`src/rtl/board_io_ctrl_if.sv`:
```
`default_nettype none
// +--------------------------------------------------------------------------+
// | board_io_ctrl_if : key and multiplexed display signals of a starter board |
// | Rev 1.0                                                                  |
// +--------------------------------------------------------------------------+
interface board_io_ctrl_if #(
  parameter int NKEYS = 4,
  parameter int NDIG  = 4
);
  logic [NKEYS-1:0]  key;
  logic [NKEYS-1:0]  keys_db;
  logic [NKEYS-1:0]  keys_press;
  logic [4*NDIG-1:0] disp_val;
  logic [NDIG-1:0]   disp_dp;
  logic [NDIG-1:0]   disp_en;
  logic [7:0]        hex0;
  logic [NDIG-1:0]   dig;

  modport master (
    output key, disp_val, disp_dp, disp_en,
    input  keys_db, keys_press, hex0, dig
  );

  modport slave (
    input  key, disp_val, disp_dp, disp_en,
    output keys_db, keys_press, hex0, dig
  );
endinterface
`default_nettype wire

```
`src/rtl/board_io_ctrl.sv`:
```
`default_nettype none
// +--------------------------------------------------------------------------+
// | board_io_ctrl : key debounce/press pulses and multiplexed hex display    |
// | Rev 1.0                                                                  |
// +--------------------------------------------------------------------------+
module board_io_ctrl #(
  parameter int NKEYS        = 4,
  parameter int NDIG         = 4,
  parameter int DEB_CYCLES   = 500000,
  parameter int SCAN_CYCLES  = 50000,
  parameter int BLANK_CYCLES = 16,
  parameter int KEY_ACT_LOW  = 1,
  parameter int SEG_ACT_LOW  = 1,
  parameter int DIG_ACT_LOW  = 1
) (
  input  wire logic      clk50mhz,
  input  wire logic      rst_key,
  board_io_ctrl_if.slave io
);

  localparam int         c_DW      = $clog2(DEB_CYCLES);
  localparam int         c_PW      = $clog2(SCAN_CYCLES);
  localparam int         c_IW      = (NDIG > 1) ? $clog2(NDIG) : 1;
  localparam logic       c_KEY_REL = (KEY_ACT_LOW != 0);
  localparam logic       c_SEG_INV = (SEG_ACT_LOW != 0);
  localparam logic       c_DIG_INV = (DIG_ACT_LOW != 0);
  localparam logic [7:0] c_SEG_OFF = {8{c_SEG_INV}};

  logic [NKEYS-1:0] w_db;
  logic [NKEYS-1:0] w_press;

  genvar gi;
  generate
    for (gi = 0; gi < NKEYS; gi++) begin : g_key
      logic            r_sync1;
      logic            r_sync2;
      logic            r_db;
      logic            r_press;
      logic [c_DW-1:0] r_cnt;
      logic            w_pressed;

      assign w_pressed = r_sync2 ^ c_KEY_REL;

      always_ff @(posedge clk50mhz or negedge rst_key) begin
        if (!rst_key) begin
          r_sync1 <= c_KEY_REL;
          r_sync2 <= c_KEY_REL;
          r_db    <= 1'b0;
          r_press <= 1'b0;
          r_cnt   <= '0;
        end else begin
          r_sync1 <= io.key[gi];
          r_sync2 <= r_sync1;
          r_press <= 1'b0;
          if (w_pressed == r_db) begin
            r_cnt <= '0;
          end else if (r_cnt == c_DW'(DEB_CYCLES - 1)) begin
            // Accept the change; pulse only when it is a press.
            r_db    <= ~r_db;
            r_cnt   <= '0;
            r_press <= w_pressed;
          end else begin
            r_cnt <= r_cnt + c_DW'(1);
          end
        end
      end

      assign w_db[gi]    = r_db;
      assign w_press[gi] = r_press;
    end
  endgenerate

  assign io.keys_db    = w_db;
  assign io.keys_press = w_press;

  logic [c_PW-1:0] r_pre;
  logic [c_IW-1:0] r_idx;
  logic [NDIG-1:0] r_dig;
  logic [7:0]      r_hex;
  logic [3:0]      w_nib;
  logic            w_dp;
  logic            w_en;
  logic [NDIG-1:0] w_onehot;
  logic [6:0]      w_seg7;
  logic            w_show;

  always_comb begin
    w_nib    = 4'h0;
    w_dp     = 1'b0;
    w_en     = 1'b0;
    w_onehot = '0;
    for (int i = 0; i < NDIG; i++) begin
      if (r_idx == c_IW'(i)) begin
        w_nib       = io.disp_val[4*i +: 4];
        w_dp        = io.disp_dp[i];
        w_en        = io.disp_en[i];
        w_onehot[i] = 1'b1;
      end
    end
    case (w_nib)
      4'h0:    w_seg7 = 7'h3F;
      4'h1:    w_seg7 = 7'h06;
      4'h2:    w_seg7 = 7'h5B;
      4'h3:    w_seg7 = 7'h4F;
      4'h4:    w_seg7 = 7'h66;
      4'h5:    w_seg7 = 7'h6D;
      4'h6:    w_seg7 = 7'h7D;
      4'h7:    w_seg7 = 7'h07;
      4'h8:    w_seg7 = 7'h7F;
      4'h9:    w_seg7 = 7'h6F;
      4'hA:    w_seg7 = 7'h77;
      4'hB:    w_seg7 = 7'h7C;
      4'hC:    w_seg7 = 7'h39;
      4'hD:    w_seg7 = 7'h5E;
      4'hE:    w_seg7 = 7'h79;
      default: w_seg7 = 7'h71;
    endcase
    // Dead time at the start of every slot keeps the previous digit from ghosting.
    w_show = (r_pre >= c_PW'(BLANK_CYCLES)) && w_en;
  end

  always_ff @(posedge clk50mhz or negedge rst_key) begin
    if (!rst_key) begin
      r_pre <= '0;
      r_idx <= '0;
      r_dig <= {NDIG{c_DIG_INV}};
      r_hex <= c_SEG_OFF;
    end else begin
      if (r_pre == c_PW'(SCAN_CYCLES - 1)) begin
        r_pre <= '0;
        r_idx <= (r_idx == c_IW'(NDIG - 1)) ? '0 : r_idx + c_IW'(1);
      end else begin
        r_pre <= r_pre + c_PW'(1);
      end
      if (w_show) begin
        r_dig <= w_onehot ^ {NDIG{c_DIG_INV}};
        r_hex <= {w_dp, w_seg7} ^ {8{c_SEG_INV}};
      end else begin
        r_dig <= {NDIG{c_DIG_INV}};
        r_hex <= c_SEG_OFF;
      end
    end
  end

  assign io.dig  = r_dig;
  assign io.hex0 = r_hex;

endmodule
`default_nettype wire

```
`src/flat_wrapper.sv`:
```
// flat-port wrapper written by rule: the top's interface ports become plain ports
module board_io_ctrl_flat 
#(
  parameter int NKEYS        = 4,
  parameter int NDIG         = 4,
  parameter int DEB_CYCLES   = 500000,
  parameter int SCAN_CYCLES  = 50000,
  parameter int BLANK_CYCLES = 16,
  parameter int KEY_ACT_LOW  = 1,
  parameter int SEG_ACT_LOW  = 1,
  parameter int DIG_ACT_LOW  = 1
)
  (clk50mhz, rst_key, io_key, io_disp_val, io_disp_dp, io_disp_en, io_keys_db, io_keys_press, io_hex0, io_dig);
  board_io_ctrl_if #(.NKEYS(NKEYS), .NDIG(NDIG)) io_i ();
  input  wire logic clk50mhz;
  input  wire logic rst_key;
  input wire logic [$bits(io_i.key)-1:0] io_key;
  input wire logic [$bits(io_i.disp_val)-1:0] io_disp_val;
  input wire logic [$bits(io_i.disp_dp)-1:0] io_disp_dp;
  input wire logic [$bits(io_i.disp_en)-1:0] io_disp_en;
  output wire logic [$bits(io_i.keys_db)-1:0] io_keys_db;
  output wire logic [$bits(io_i.keys_press)-1:0] io_keys_press;
  output wire logic [$bits(io_i.hex0)-1:0] io_hex0;
  output wire logic [$bits(io_i.dig)-1:0] io_dig;
  assign io_i.key = io_key;
  assign io_i.disp_val = io_disp_val;
  assign io_i.disp_dp = io_disp_dp;
  assign io_i.disp_en = io_disp_en;
  assign io_keys_db = io_i.keys_db;
  assign io_keys_press = io_i.keys_press;
  assign io_hex0 = io_i.hex0;
  assign io_dig = io_i.dig;
  board_io_ctrl #(.NKEYS(NKEYS), .NDIG(NDIG), .DEB_CYCLES(DEB_CYCLES), .SCAN_CYCLES(SCAN_CYCLES), .BLANK_CYCLES(BLANK_CYCLES), .KEY_ACT_LOW(KEY_ACT_LOW), .SEG_ACT_LOW(SEG_ACT_LOW), .DIG_ACT_LOW(DIG_ACT_LOW)) u_core (.clk50mhz(clk50mhz), .rst_key(rst_key), .io(io_i));
endmodule
```
`config.mk`:
```
export PLATFORM = sky130hd
export DESIGN_NAME = board_io_ctrl_flat
export DESIGN_NICKNAME = d
export VERILOG_FILES = /design/src/rtl/board_io_ctrl_if.sv /design/src/rtl/board_io_ctrl.sv /design/src/flat_wrapper.sv
export SDC_FILE = /design/constraint.sdc
export NUM_CORES = 1
export LEC_CHECK = 0
export ABC_AREA = 1
export CORE_AREA = 2 2 142 103
export DETAILED_ROUTE_END_ITERATION = 8
export DIE_AREA = 0 0 144 105
export PLACE_DENSITY = 0.7
export RECOVER_POWER = 100
export SLEW_MARGIN = 15
export SYNTH_ARGS = -nofsm -noshare
export SYNTH_HDL_FRONTEND = slang
export SYNTH_SLANG_ARGS = --single-unit
```
`constraint.sdc`:
```
create_clock -name clk50mhz -period 3.5 [get_ports clk50mhz]
set_input_delay 0.35 -clock clk50mhz [delete_from_list [all_inputs] [get_ports clk50mhz]]
set_output_delay 0.35 -clock clk50mhz [all_outputs]
set_load 0.01 [all_outputs]
```
==> flow_metrics.tcl, run 1 <==
set metrics [dict create \
    switching_share_pct 23.82 \
    layout-drive-gt1-share_pct 5.694 \
    layout_setup_ws_ps 1087 \
    holdCritPathClass "reg2reg" \
    r2r.worst_path.cells 11 \
    clock-skew-final_ps 10.15 \
    hold-path-endpoint "u_core.g_key[2].r_sync2" \
    postSynth.asyncResetShare_pct 100.0 \
    first_iter_violations 499 \
    fin_tns_setup_ps 0 \
    wl_per_cell_um 12.69 \
    cts.sink_count 122 \
    maxSlewViolCount 0 \
    worstHoldPathCells 0 \
    largest_family_of_logic_cells_by_synthesized_area "simple AND/OR/NAND/NOR gates" \
    final_core_utilization_pct 59.35 \
    cts_root_buf "sky130_fd_sc_hd__clkbuf_16" \
    overall_power_consumption_mw 3.342 \
    max-slew-margin-rel_pct 14.77 \
    grt_setup_unrepaired "no" \
    hold_path.startpoint "u_core.g_key[2].r_sync1" \
    floorplan.die_area_mm2 0.01512 \
    synth_compound_gate_area_share_pct 3.325 \
    r2r-end "u_core.io.hex0[3]" \
    final_min_period_over_clock_period_pct 68.95 \
    dp_hpwl_um 10970 \
    post_cts_resized 0 \
    synth_seq_cells 122 \
    power_per_cell_area_mw_per_mm2 412.6 \
    ys_types 32 \
    io_pins 50 \
    grt_max_degree 71 \
    syn_area_mm2 0.006885 \
    final_weighted_congestion_in_routability_driven_placement 0.9596 \
    via_per_inst 4.989 \
    setup_slack_after_placement_ps 1379 \
    cts_tree "done" \
    remaining_drc_errors 0 \
    hold_buffers 1 \
    core_area_mm2 0.01365 \
    postSynthNetCount 980 \
    hold_viol_final 0 \
    grt_pass1_wl_um 25680 \
    synthesized_netlist_cell_count 934 \
    globalRouteTotalUtil_pct 21.66 \
    die_w_um 144 \
    synthesis.yosys.warnings 0 \
    worstPathBufferInverterCount 3 \
    power.clock.fraction_pct 51.6 \
    avgSynthCellArea_um2 7.372 \
    regToRegSetupSlack_ps 1340 \
    clock.fmax_ghz 0.4144 \
    power_report.internal_total_mw 2.546 \
    clk_latency_ps 430 \
    vdd_drop_max_mv 0.3087 \
    synth_adder_area_share_pct 2.908 \
    post_cts_buffers 0 \
    wl_um 15110 \
    static-leakage-power_nw 3.430 \
    critical_path.endpoint_type "asynchronous set/reset pin" \
    critPathSlowestCell "sky130_fd_sc_hd__clkbuf_4" \
    share_seq_of_total_power_pct 43.6 \
    antenna_cells 0 \
    grt_overflow_total 0 \
    cap_violations 0 \
    clock_path_buffers 2 \
    critical-path-top-delay-family "buffers and inverters" \
    dominantRegCellSynth "sky130_fd_sc_hd__dfrtp_1" \
    layout.area.seq_mm2 0.003078 \
    startpoint_type "input pin" \
    post_synth_main_area_contributors "sky130_fd_sc_hd__dfrtp_1 37%, sky130_fd_sc_hd__nor2_1 12%, sky130_fd_sc_hd__nand2_1 12%, sky130_fd_sc_hd__dfstp_2 7.6%, sky130_fd_sc_hd__inv_1 5.7%" \
    timing.critical_path.fanout_max 70 \
    fin_nets 1034 \
    antenna_left 0 \
    path_clk_slew_ps 60 \
    cp_cell_sequence "dlygate4sd3_1, clkbuf_2, clkbuf_4" \
    switching_power_mw 0.7962 \
    numCtsBuffers 17 \
    synth-xor-area-share_pct 5.470 \
    number_of_fill_cells_in_the_layout 1221 \
    cts_h_tree_lvls 4 \
    yosys-mux-area-fraction_pct 0 \
    synth_edf_count 0 \
    vias_in_the_first_global_route 5314 \
    die_height_um 105 \
    synth_top_area_cell "sky130_fd_sc_hd__dfrtp_1" \
    worst-endpoint-arrival_ps 2830 \
    timing.critical_path.slowest_cell_delay_ps 970 \
    critPathRequiredTime_ps 3920 \
    area_delta_synth_final_pct 17.64 \
    worst_pin_slew_ps 1278 \
    place.port_buffers 49 \
    std_cell_rows 36 \
    synth.cells.most_frequent "219 x sky130_fd_sc_hd__nor2_1, 218 x sky130_fd_sc_hd__nand2_1, 104 x sky130_fd_sc_hd__inv_1, 102 x sky130_fd_sc_hd__dfrtp_1, 75 x sky130_fd_sc_hd__nand3_1" \
    final.min_clock_period_ps 2413 \
    yosysTopAreaCellShare_pct 37.07 \
    worstReg2RegStart "u_core.r_idx[0]" \
    synth.yosys.seq_area_share_pct 44.70 \
    antenna_violations_before_repair 0 \
    multi_input_logic_area_mm2 0.003299 \
    timing_worst_setup_path_type "in2async" \
    synth.most_common_cell "sky130_fd_sc_hd__nor2_1" \
    status "completed" \
    pwr-share-comb_pct 4.8 \
    start_util_pct 50.45 \
    synth_simple_gate_area_share_pct 36.29 \
    setup_viol 0 \
    drtPass1Iterations 7 \
    detailroute.via_count 5942 \
]
## kinds of logic (layout without fill, tap and decap cells)
group | Yosys count | count (layout)
AOI/OAI and AO/OA | 42 | 42
buffers and inverters | 123 | 190
adders and majority gates | 16 | 16
xor gates and xnor gates | 43 | 43
and+or+nand+nor | 588 | 588
DFF | 122 | 122
## routing by layer
layer	GRT usage, %	wire length [um]	share of wire [%]	vias to the layer above
li1	-	-	-	3054
met1	34.77	8029	53	2666
met2	26.70	5629	37	207
met3	7.791	1308	8.7	15
met4	5.602	142	0.94	0
met5	0	0	0	-
## state kept, by name, summed over array words and instances, names as in the netlist
register,flops
u_core.g_key.r_sync2,4
u_core.g_key.r_db,4
u_core.g_key.r_sync1,4
u_core.g_key.r_cnt,76
u_core.g_key.r_press,4
u_core.r_idx,2
u_core.r_pre,16
u_core.io.hex0,8
u_core.io.dig,4
## placed cells by master (no fill, tap or decap), types with 2 or more instances in the layout
master	n
sky130_fd_sc_hd__nand3b_1	11
sky130_fd_sc_hd__dfrtp_1	102
sky130_fd_sc_hd__a21oi_1	20
sky130_fd_sc_hd__nand3_1	75
sky130_fd_sc_hd__inv_1	106
sky130_fd_sc_hd__nand2_1	218
sky130_fd_sc_hd__dlygate4sd3_1	25
sky130_fd_sc_hd__nand4_1	26
sky130_fd_sc_hd__o21ai_0	14
sky130_fd_sc_hd__clkbuf_8	3
sky130_fd_sc_hd__o21bai_1	3
sky130_fd_sc_hd__nand2_2	2
sky130_fd_sc_hd__xnor2_1	6
sky130_fd_sc_hd__or2_0	3
sky130_fd_sc_hd__clkbuf_16	17
sky130_fd_sc_hd__ha_1	16
sky130_fd_sc_hd__nor3_1	21
sky130_fd_sc_hd__clkdlybuf4s50_1	24
sky130_fd_sc_hd__xor2_1	37
sky130_fd_sc_hd__o21a_1	2
sky130_fd_sc_hd__inv_6	4
sky130_fd_sc_hd__and3_1	2
sky130_fd_sc_hd__dfstp_2	16
sky130_fd_sc_hd__dfstp_1	4
sky130_fd_sc_hd__nor3b_1	5
sky130_fd_sc_hd__nor2_1	221
sky130_fd_sc_hd__clkinv_2	2
sky130_fd_sc_hd__clkinvlp_4	4
## worst max path at each step
stage	endpoint	startpoint	depth (start not counted)
after floorplan	u_core.io.hex0[3]	u_core.r_idx[0]	12
after global placement	u_core.io.hex0[3]	u_core.r_idx[0]	11
after detailed placement	u_core.io.hex0[3]	u_core.r_idx[0]	11
after CTS	u_core.io.hex0[3]	u_core.r_idx[0]	11
after global routing	u_core.g_key[2].r_press	rst_key	3
final	u_core.g_key[2].r_cnt[4]	rst_key	3
## per-stage QoR
step	instance area [um^2]	cells	hold slack (ps)
2_1_floorplan	6885	934	54.41
3_3_place_gp	7530	1158	346.9
3_5_place_dp	7530	1158	346.8
4_1_cts	8120	1191	313.4
5_1_grt	8100	1191	358.7
6_report	8100	1191	352.1
## final cells by class
type / count / area share [%]
Tap cell: 190 / 2.935
Inverter: 107 / 4.958
Multi-Input combinational cell: 689 / 40.73
Timing Repair Buffer: 51 / 6.209
Clock buffer: 20 / 5.762
Clock inverter: 12 / 1.406
Sequential cell: 122 / 38.00
## worst reg2reg max path, stage by stage (launching register included)
cell,delay (ps)
sky130_fd_sc_hd__dfrtp_1,400
sky130_fd_sc_hd__inv_1,130
sky130_fd_sc_hd__ha_1,320
sky130_fd_sc_hd__inv_1,150
sky130_fd_sc_hd__nand3_1,120
sky130_fd_sc_hd__nand2_1,60
sky130_fd_sc_hd__nand2_1,150
sky130_fd_sc_hd__inv_1,130
sky130_fd_sc_hd__ha_1,230
sky130_fd_sc_hd__nand3b_1,200
sky130_fd_sc_hd__nand3_1,130
sky130_fd_sc_hd__nand3_1,70
## power by group through the flow
stage	registers [mW]	clock network (mW)	logic (mW)
floorplan	1.48	0	0.0671
global placement	1.48	0	0.168
detailed placement	1.48	0	0.169
CTS	1.46	1.76	0.171
global route	1.46	1.82	0.185
finish	1.46	1.72	0.161
Note: power is estimated with default switching activity, not from simulation.
==> inputs of run 2 (changes only) <==
==> constraint.sdc (replaced) <==
create_clock -name clk50mhz -period 2.5 [get_ports clk50mhz]
set_input_delay 0.25 -clock clk50mhz [delete_from_list [all_inputs] [get_ports clk50mhz]]
set_output_delay 0.25 -clock clk50mhz [all_outputs]
set_load 0.01 [all_outputs]
==> flow_metrics.tcl, run 2 (synthesized netlist as in run 1, its figures left out) <==
set metrics [dict create \
    multi_input_logic_area_mm2 0.003299 \
    detailroute.via_count 5959 \
    grt_max_degree 50 \
    dp_hpwl_um 11090 \
    mostFrequentLayoutCells "221 x sky130_fd_sc_hd__nor2_1, 218 x sky130_fd_sc_hd__nand2_1, 106 x sky130_fd_sc_hd__inv_1, 102 x sky130_fd_sc_hd__dfrtp_1, 75 x sky130_fd_sc_hd__nand3_1" \
    pwr-share-comb_pct 4.7 \
    die_w_um 144 \
    cap_violations 0 \
    setup_slack_after_placement_ps 380.6 \
    io_pins 50 \
    numCtsBuffers 17 \
    setup_viol 0 \
    area_delta_synth_final_pct 18.21 \
    largest_register_ff_count 76 \
    layout-drive-gt1-share_pct 5.683 \
    startpoint_type "register" \
    antenna_cells 0 \
    hold_viol_final 0 \
    antenna_violations_before_repair 0 \
    path_clk_slew_ps 60 \
    fin_tns_setup_ps 0 \
    std_cell_rows 36 \
    power_report.internal_total_mw 3.710 \
    final_design_area_no_fill_mm2 0.008139 \
    static-leakage-power_nw 3.441 \
    overall_power_consumption_mw 4.812 \
    regMostFlops "u_core.g_key.r_cnt" \
    power_per_cell_area_mw_per_mm2 591.2 \
    worst-endpoint-arrival_ps 2470 \
    wl_per_cell_um 12.92 \
    die_height_um 105 \
    cts.sink_count 122 \
    clk_latency_ps 420 \
    dpl_cell_area_mm2 0.007545 \
    antenna_left 0 \
    switching_power_mw 1.102 \
    critPathRequiredTime_ps 2830 \
    grt_setup_unrepaired "no" \
    timing.critical_path.fanout_max 8 \
    max-slew-margin-rel_pct 23.26 \
    final_weighted_congestion_in_routability_driven_placement 0.9329 \
    vias_in_the_first_global_route 5572 \
    instance_count_after_placement_with_tap_cells_included 1160 \
    vdd_drop_max_mv 0.4814 \
    maxSlewViolCount 0 \
    timing_worst_setup_path_type "reg2reg" \
    clock_path_buffers 2 \
    most_common_cell_after_layout_fill_and_taps_aside "sky130_fd_sc_hd__nor2_1" \
    layout.cells.non_filler 1193 \
    wl_um 15410 \
    via_per_inst 4.995 \
    cts_h_tree_lvls 4 \
    grt_pass1_wl_um 26930 \
    layout.area.seq_mm2 0.003078 \
    status "completed" \
    core_area_mm2 0.01365 \
    power.clock.fraction_pct 52.9 \
    cts_tree "done" \
    share_seq_of_total_power_pct 42.4 \
    first_iter_violations 592 \
    final_min_period_over_clock_period_pct 85.59 \
    drtPass1Iterations 5 \
    final.min_clock_period_ps 2140 \
    critical_path.endpoint_type "register" \
    worst_pin_slew_ps 1151 \
    finalHoldWorstSlack_ps 356.3 \
    clock.fmax_ghz 0.4673 \
    remaining_drc_errors 0 \
    cts_root_buf "sky130_fd_sc_hd__clkbuf_16" \
    holdCritPathClass "reg2reg" \
    layout_setup_ws_ps 360.3 \
    switching_share_pct 22.89 \
    place.port_buffers 49 \
    number_of_fill_cells_in_the_layout 1230 \
    post_cts_resized 0 \
    start_util_pct 50.45 \
    clock-skew-final_ps 10.48 \
    floorplan.die_area_mm2 0.01512 \
    final_core_utilization_pct 59.64 \
    globalRouteTotalUtil_pct 22.35 \
    grt_overflow_total 0 \
    fin_nets 1036 \
]
==> run 2: worst max-delay path, cell delays in order, from the launching register on <==
cell and delay, ps:
sky130_fd_sc_hd__dfrtp_1 400, sky130_fd_sc_hd__inv_1 130, sky130_fd_sc_hd__ha_1 310, sky130_fd_sc_hd__inv_1 160
sky130_fd_sc_hd__nand3_1 110, sky130_fd_sc_hd__nand2_1 60, sky130_fd_sc_hd__nand2_1 140, sky130_fd_sc_hd__inv_1 110
sky130_fd_sc_hd__ha_1 230, sky130_fd_sc_hd__nand3b_1 200, sky130_fd_sc_hd__nand3_1 130, sky130_fd_sc_hd__nand3_1 70
==> run 2: metal layers <==
layer / GRT usage, % / wire length (um) / up-vias
li1: - / - / 3051
met1: 35.66 / 8209 / 2707
met2: 29.63 / 6047 / 193
met3: 6.462 / 1079 / 8
met4: 4.552 / 71 / 0
met5: 0 / 0 / -
==> run 2: path summary, 6_finish.rpt <==
path	startpoint	end	slack, ps	cells after the start
worst max-delay path	u_core.r_idx[0]	u_core.io.hex0[3]	360	11
worst min register to register	u_core.g_key[2].r_sync1	u_core.g_key[2].r_sync2	360	0
worst max register to register	u_core.r_idx[0]	u_core.io.hex0[3]	360	11
worst min-delay path	u_core.g_key[2].r_sync1	u_core.g_key[2].r_sync2	360	0
min in group asynchronous	rst_key	u_core.g_key[0].r_cnt[1]	590	2
max in group asynchronous	rst_key	u_core.g_key[1].r_sync1	640	3
==> run 2: area by class of cell <==
cell class	count	share of cell area [%]
tap	190	2.921
timing repair buffer	53	6.287
multi-input combinational	689	40.54
clock buffer	19	5.442
inverter	107	4.935
sequential	122	37.82
clock inverter	13	2.060
==> run 2: power by group through the flow <==
stage,Clock [mW],Combinational [mW],Sequential [mW]
floorplan,0,0.0939,2.08
global placement,0,0.241,2.08
detailed placement,0,0.238,2.08
CTS,2.58,0.243,2.04
global route,2.68,0.262,2.05
finish,2.54,0.227,2.04
==> run 2: what timing repair did <==
action,CTS,global route
hold buffers,1,0
buffers inserted,0,0
endpoints found under the hold margin,32,0
